File: src/rtl/census_xor_scanner.sv
// census_xor_scanner
//
// Purpose: compares one reference census block against a stream of candidate
// blocks. Each candidate gets a {vertical, horizontal} position tag, and the
// block reports the XOR of reference and candidate plus its saturated popcount.
// Positions count the horizontal index down and the vertical index up. A scan
// ends after h_positions*v_positions candidates, followed by a fixed two-cycle
// drain.
//
// Optional feature: defining CENSUS_XOR_MASK_EN adds a per-bit mask. The mask
// is captured together with the reference and is applied to the XOR before the
// popcount. Timing is the same in both builds.
//
// Ports:
//   clk            rising-edge clock
//   reset          synchronous, active-high reset
//   ref_blk        reference census block
//   ref_blk_index  tag carried with the reference to blk_index_o
//   ref_valid      reference handshake in
//   ref_ready      reference handshake out (high only in IDLE)
//   ref_mask       bit mask captured with the reference (CENSUS_XOR_MASK_EN only)
//   cand_blk       candidate census block, in scan order
//   cand_valid     candidate handshake in
//   cand_ready     candidate handshake out (high only in SCAN)
//   xors           ref ^ cand (masked when the mask build is used)
//   sum            min(popcount(xors), 255)
//   out_coords     [15:8] vertical, [7:0] horizontal position of the result
//   blk_index_o    reference index of the scan that produced the result
//   sum_valid      one-cycle qualifier for xors/sum/out_coords/blk_index_o
//   busy           high whenever the scanner is not IDLE
module census_xor_scanner #(
    parameter int blk_size    = 256,
    parameter int h_positions = 48,
    parameter int v_positions = 1
) (
    input  logic                clk,
    input  logic                reset,
    input  logic [blk_size-1:0] ref_blk,
    input  logic [15:0]         ref_blk_index,
    input  logic                ref_valid,
    output logic                ref_ready,
`ifdef CENSUS_XOR_MASK_EN
    input  logic [blk_size-1:0] ref_mask,
`endif
    input  logic [blk_size-1:0] cand_blk,
    input  logic                cand_valid,
    output logic                cand_ready,
    output logic [blk_size-1:0] xors,
    output logic [7:0]          sum,
    output logic [15:0]         out_coords,
    output logic [15:0]         blk_index_o,
    output logic                sum_valid,
    output logic                busy
);

    localparam logic [7:0] H_LAST = 8'(h_positions - 1);
    localparam logic [7:0] V_LAST = 8'(v_positions - 1);

    typedef enum logic [1:0] {IDLE, SCAN, DRAIN} state_t;

    state_t              state_reg;
    logic                drain_cnt_reg;
    logic [7:0]          h_reg;
    logic [7:0]          v_reg;
    logic [blk_size-1:0] ref_reg;
    logic [15:0]         idx_reg;

    // Accept register: holds the candidate and its position tag so that the
    // XOR stage works from registered data.
    logic [blk_size-1:0] cand_reg;
    logic [15:0]         coords0_reg;
    logic                valid0_reg;

    // Stage 1: XOR, coordinates and index.
    logic [blk_size-1:0] xors1_reg;
    logic [15:0]         coords1_reg;
    logic [15:0]         idx1_reg;
    logic                valid1_reg;

    // Stage 2: output registers. They only load on a valid result, so the
    // outputs hold still between pulses.
    logic [blk_size-1:0] xors_reg;
    logic [7:0]          sum_reg;
    logic [15:0]         coords_reg;
    logic [15:0]         index_reg;
    logic                sum_valid_reg;

    logic [blk_size-1:0] diff_next;
    logic [31:0]         pop_cnt;
    logic [7:0]          sum_next;

`ifdef CENSUS_XOR_MASK_EN
    logic [blk_size-1:0] mask_reg;
`endif

    // Per-bit difference between the held reference and the accepted candidate.
    for (genvar gi = 0; gi < blk_size; gi++) begin : g_diff
`ifdef CENSUS_XOR_MASK_EN
        assign diff_next[gi] = (ref_reg[gi] ^ cand_reg[gi]) & mask_reg[gi];
`else
        assign diff_next[gi] = ref_reg[gi] ^ cand_reg[gi];
`endif
    end

    // Popcount over the stage-1 XOR. A full 256-bit mismatch cannot fit in
    // 8 bits, so the result saturates at 8'hFF.
    always_comb begin
        pop_cnt = 32'd0;
        for (int i = 0; i < blk_size; i++) begin
            pop_cnt = pop_cnt + 32'(xors1_reg[i]);
        end
        sum_next = (pop_cnt > 32'd255) ? 8'hFF : pop_cnt[7:0];
    end

    // Control FSM and position counters.
    always_ff @(posedge clk) begin
        if (reset) begin
            state_reg     <= IDLE;
            drain_cnt_reg <= 1'b0;
            h_reg         <= H_LAST;
            v_reg         <= 8'd0;
            ref_reg       <= '0;
            idx_reg       <= 16'd0;
            cand_reg      <= '0;
            coords0_reg   <= 16'd0;
            valid0_reg    <= 1'b0;
`ifdef CENSUS_XOR_MASK_EN
            mask_reg      <= '0;
`endif
        end else begin
            valid0_reg <= 1'b0;
            case (state_reg)
                IDLE: begin
                    if (ref_valid) begin
                        ref_reg   <= ref_blk;
                        idx_reg   <= ref_blk_index;
`ifdef CENSUS_XOR_MASK_EN
                        mask_reg  <= ref_mask;
`endif
                        h_reg     <= H_LAST;
                        v_reg     <= 8'd0;
                        state_reg <= SCAN;
                    end
                end
                SCAN: begin
                    if (cand_valid) begin
                        cand_reg    <= cand_blk;
                        coords0_reg <= {v_reg, h_reg};
                        valid0_reg  <= 1'b1;
                        if (h_reg == 8'd0) begin
                            h_reg <= H_LAST;
                            if (v_reg == V_LAST) begin
                                drain_cnt_reg <= 1'b0;
                                state_reg     <= DRAIN;
                            end else begin
                                v_reg <= v_reg + 8'd1;
                            end
                        end else begin
                            h_reg <= h_reg - 8'd1;
                        end
                    end
                end
                DRAIN: begin
                    // Two cycles here let the last candidate clear both stages
                    // before a new reference can overwrite ref_reg.
                    if (drain_cnt_reg) begin
                        state_reg <= IDLE;
                    end else begin
                        drain_cnt_reg <= 1'b1;
                    end
                end
                default: state_reg <= IDLE;
            endcase
        end
    end

    // Datapath pipeline.
    always_ff @(posedge clk) begin
        if (reset) begin
            xors1_reg     <= '0;
            coords1_reg   <= 16'd0;
            idx1_reg      <= 16'd0;
            valid1_reg    <= 1'b0;
            xors_reg      <= '0;
            sum_reg       <= 8'hFF;
            coords_reg    <= 16'hFFFF;
            index_reg     <= 16'd0;
            sum_valid_reg <= 1'b0;
        end else begin
            valid1_reg    <= valid0_reg;
            sum_valid_reg <= valid1_reg;
            if (valid0_reg) begin
                xors1_reg   <= diff_next;
                coords1_reg <= coords0_reg;
                idx1_reg    <= idx_reg;
            end
            if (valid1_reg) begin
                xors_reg   <= xors1_reg;
                sum_reg    <= sum_next;
                coords_reg <= coords1_reg;
                index_reg  <= idx1_reg;
            end
        end
    end

    assign ref_ready   = (state_reg == IDLE);
    assign cand_ready  = (state_reg == SCAN);
    assign busy        = (state_reg != IDLE);
    assign xors        = xors_reg;
    assign sum         = sum_reg;
    assign out_coords  = coords_reg;
    assign blk_index_o = index_reg;
    assign sum_valid   = sum_valid_reg;

endmodule

File: config.mk
export PLATFORM = sky130hd
export DESIGN_NAME = census_xor_scanner
export DESIGN_NICKNAME = d
export VERILOG_FILES = /design/src/rtl/census_xor_scanner.sv
export SDC_FILE = /design/constraint.sdc
export NUM_CORES = 2
export LEC_CHECK = 0
export ABC_AREA = 1
export ABC_CLOCK_PERIOD_IN_PS = 8750
export CORE_AREA = 5 5 320 322
export DETAILED_ROUTE_END_ITERATION = 10
export DIE_AREA = 0 0 325 327
export HOLD_SLACK_MARGIN = 0.03
export PLACE_DENSITY = 0.75
export SLEW_MARGIN = 20
export SYNTH_ARGS = -nofsm -noshare
export SYNTH_HDL_FRONTEND = slang
export SYNTH_SLANG_ARGS = --single-unit
export TNS_END_PERCENT = 20
File: constraint.sdc
create_clock -name clk -period 8.75 [get_ports clk]
set_clock_uncertainty 0.15 [all_clocks]
set_input_delay 0.875 -clock clk [delete_from_list [all_inputs] [get_ports clk]]
set_output_delay 0.875 -clock clk [all_outputs]
set_load 0.02 [all_outputs]
==> impl_summary.log <==
INFO  metric run_status = complete, no violations
INFO  metric cpMostUsedCell = sky130_fd_sc_hd__fa_1
INFO  metric worstPathMaxFanout = 7
INFO  metric syn_inst = 6024
INFO  metric number_of_global_route_vias_before_repair = 40.5k
INFO  metric post_synth.cell_area_avg = 8.16 um2
INFO  metric yosysUniqueCellTypes = 28
INFO  metric multiInputGateArea = 21900 um2
INFO  metric synth.yosys.seq_area_share = 46.8%
INFO  metric initial_antenna_violation_count = 3
INFO  metric post_route_cells_drive_above_1_share = 3.41%
INFO  metric post_dp_hpwl = 116000 um
INFO  metric timing.critical_path.arrival = 8.37 ns
INFO  metric finalNetCount = 7434
INFO  metric drc_errors = 0
INFO  metric initial_utilization = 49.5%
INFO  metric wire_length_of_the_first_global_routing_pass = 243000 um
INFO  metric tritoncts = yes
INFO  metric mappedNetlistArea = 49200 um2
INFO  metric slowest_delay = 0.55 ns
INFO  metric stdcell_count = 8011
INFO  metric routed_via_density = 5.19
INFO  metric drv_slew = 0
INFO  metric cts.hold.buffers_added = 0
INFO  metric vdd_ir_drop_max = 1.47 mV
INFO  metric ctsLongestPathBuffers = 3
INFO  metric finalHoldViolCount = 0
INFO  metric groute.usage.overall = 29.5%
INFO  metric detail-route-antenna-nets = 0
INFO  metric drt-total-wl = 163000 um
INFO  metric core_area = 99300 um2
INFO  metric vias = 41.6k
INFO  metric min-delay-path-class = reg2reg
INFO  metric number_of_h_tree_levels = 3
INFO  metric design.die.area = 106000 um2
INFO  metric leakage = 29.2 nW
INFO  metric placement.cell_area = 57700 um2
INFO  metric crit_slowest_cell = sky130_fd_sc_hd__fa_1
INFO  metric achievable-frequency = 126 MHz
INFO  metric setup_viol = 0
INFO  metric worst_slew_margin_rel = 21.0%
INFO  metric flow.area_growth_from_synthesis = 25.5%
INFO  metric final_min_period_over_clock_period = 90.8%
INFO  metric cts.sink_count = 1150
INFO  metric totalNegativeSetupSlack = 0 ns
INFO  metric fp.dieH = 327 um
INFO  metric drt_iter0_drc = 3328
INFO  metric port_buffers = 831
INFO  metric drt_pre_antenna_iters = 5
INFO  metric cp-end-kind = flip-flop
INFO  metric seqCellArea = 23000 um2
INFO  metric path_clk_slew = 0.06 ns
INFO  metric layout_commonest_cell = sky130_fd_sc_hd__nor2_1
INFO  metric source_to_sink_clock_delay_at_the_later_pin_of_the_worst_skew_pair = 0.69 ns
INFO  metric floorplan.rows = 116
INFO  metric p_per_area = 299 nW/um2
INFO  metric largest_net_degree_at_the_start_of_global_routing = 267
INFO  metric cts_resized = 0
INFO  metric final_cell_area = 61700 um2
INFO  metric globalRoute.totalOverflow = 0
INFO  metric worst_slew_pin_slew = 1.18 ns
INFO  metric mappedNetlistNets = 6841
INFO  metric fillers = 8629
INFO  metric pin_count = 832
INFO  metric cts_made_buffers = 114
INFO  metric period_minus_slack = 7.94 ns
INFO  metric worstSetupPathType = reg2reg
INFO  metric mostFrequentLayoutCells = sky130_fd_sc_hd__nor2_1 (1712), sky130_fd_sc_hd__dfxtp_1 (1148), sky130_fd_sc_hd__o21ai_0 (1116)
INFO  metric die_w = 325 um
INFO  metric numPlacedInstances = 7799
INFO  metric cap_violations = 0
INFO  metric wl_per_cell = 20.3 um
INFO  metric grt_setup_unrepaired = false
INFO  metric cts_setup_buffers = 0
INFO  metric yosysWarnings = 0
INFO  metric gp_routability_congestion = 0.865
INFO  metric root_buffer_cell = sky130_fd_sc_hd__clkbuf_16
INFO  metric number_of_flip_flops_and_latches_in_the_synthesized_netlist = 1150
INFO  metric worst-endpoint-required = 9.18 ns
INFO  metric worst_setup_path_start_kind = flip-flop
-- metal layers --
metal / vias up / GRT usage, % / share of wire [%]
li1: 20000 / - / -
met1: 19800 / 36.0 / 39
met2: 1468 / 49.6 / 47
met3: 337 / 6.76 / 7.5
met4: 0 / 14.1 / 5.8
met5: - / 0 / 0
-- metrics by stage --
| stage | power, W | worst slack (ns) | hold WS (ns) | utilization [%] |
|---|---|---|---|---|
| final | 0.0184 | 0.805 | 0.311 | 62.2 |
| after global routing | 0.0200 | 0.334 | 0.333 | 62.2 |
| after CTS | 0.0186 | 0.764 | 0.308 | 62.2 |
| after detailed placement | 0.0134 | 0.774 | 0.293 | 58.1 |
| after global placement | 0.0132 | 0.911 | 0.288 | 58.1 |
| after floorplan | 0.0116 | 1.31 | 0.286 | - |
-- final cells by class --
cell class / count / area share (%)
sequential: 1150 / 37.3
multi-input combinational: 3833 / 35.5
antenna: 3 / 0.0122
timing repair buffer: 853 / 13.8
clock inverter: 40 / 1.02
clock buffer: 169 / 5.53
inverter: 665 / 4.11
tap: 1298 / 2.63
-- worst max-delay path, delay by kind of cell, from the launching register on --
kind / cells / cell delay, ns
DFF: 1 / 0.32
and+or+nand+nor: 3 / 0.25
AOI/OAI and AO/OA: 2 / 0.60
adders and majority gates: 13 / 5.82
buffers and inverters: 11 / 0.71
-- cells in the mapped netlist --
| library cell | number | area share (%) |
|---|---|---|
| sky130_fd_sc_hd__dfxtp_1 | 1150 | 47 |
| sky130_fd_sc_hd__inv_1 | 658 | 5.0 |
| sky130_fd_sc_hd__xor2_1 | 261 | 4.6 |
| sky130_fd_sc_hd__buf_6 | 2 | 0.046 |
| sky130_fd_sc_hd__nand2_2 | 2 | 0.025 |
| sky130_fd_sc_hd__nand3_1 | 47 | 0.48 |
| sky130_fd_sc_hd__ha_1 | 43 | 1.1 |
| sky130_fd_sc_hd__a21oi_1 | 286 | 2.9 |
| sky130_fd_sc_hd__buf_1 | 6 | 0.046 |
| sky130_fd_sc_hd__nor2_1 | 1712 | 13 |
| sky130_fd_sc_hd__inv_2 | 6 | 0.046 |
| sky130_fd_sc_hd__buf_4 | 40 | 0.61 |
| sky130_fd_sc_hd__inv_4 | 1 | 0.013 |
| sky130_fd_sc_hd__nand4_1 | 4 | 0.051 |
| sky130_fd_sc_hd__nand3_2 | 1 | 0.020 |
| sky130_fd_sc_hd__nand2_1 | 105 | 0.80 |
| sky130_fd_sc_hd__buf_2 | 124 | 1.3 |
| sky130_fd_sc_hd__or2_2 | 1 | 0.013 |
| sky130_fd_sc_hd__nor3b_1 | 2 | 0.031 |
| sky130_fd_sc_hd__fa_1 | 242 | 9.9 |
| sky130_fd_sc_hd__nor2_8 | 1 | 0.041 |
| sky130_fd_sc_hd__o21ai_0 | 1116 | 11 |
| sky130_fd_sc_hd__nor2_4 | 1 | 0.023 |
| sky130_fd_sc_hd__and2_1 | 2 | 0.025 |
| sky130_fd_sc_hd__nor3_1 | 1 | 0.010 |
| sky130_fd_sc_hd__nand2_4 | 5 | 0.11 |
| sky130_fd_sc_hd__clkbuf_1 | 204 | 1.6 |
| sky130_fd_sc_hd__o21ai_1 | 1 | 0.010 |
-- worst paths after layout --
check | cells after the start | to | startpoint | slack [ns]
worst min register to register | 2 | out_coords[2] | out_coords[2] | 0.31
worst max-delay path | 29 | sum[4] | xors1_reg[149] | 0.81
worst min-delay path | 2 | out_coords[2] | out_coords[2] | 0.31
worst max register to register | 29 | sum[4] | xors1_reg[149] | 0.81
-- cells by family (layout without fill, tap and decap cells) --
kind of cell	count (synthesis)	after routing	share of synthesized area, %
xor gates and xnor gates	261	261	4.65
AOI/OAI and AO/OA	1403	1403	14.3
buffers and inverters	1041	1727	8.60
adders and majority gates	285	285	10.9
DFF	1150	1150	46.8
other	0	3	0
and+or+nand+nor	1884	1884	14.7
-- report_power, final --
group          internal [W]  switching [W]  leakage (nW)
logic               0.00302        0.00435          17.8
clock network       0.00316        0.00209          1.99
registers           0.00557       0.000241          9.41
total                0.0117        0.00667          29.2
No activity file was read; power rests on OpenSTA's default activity.
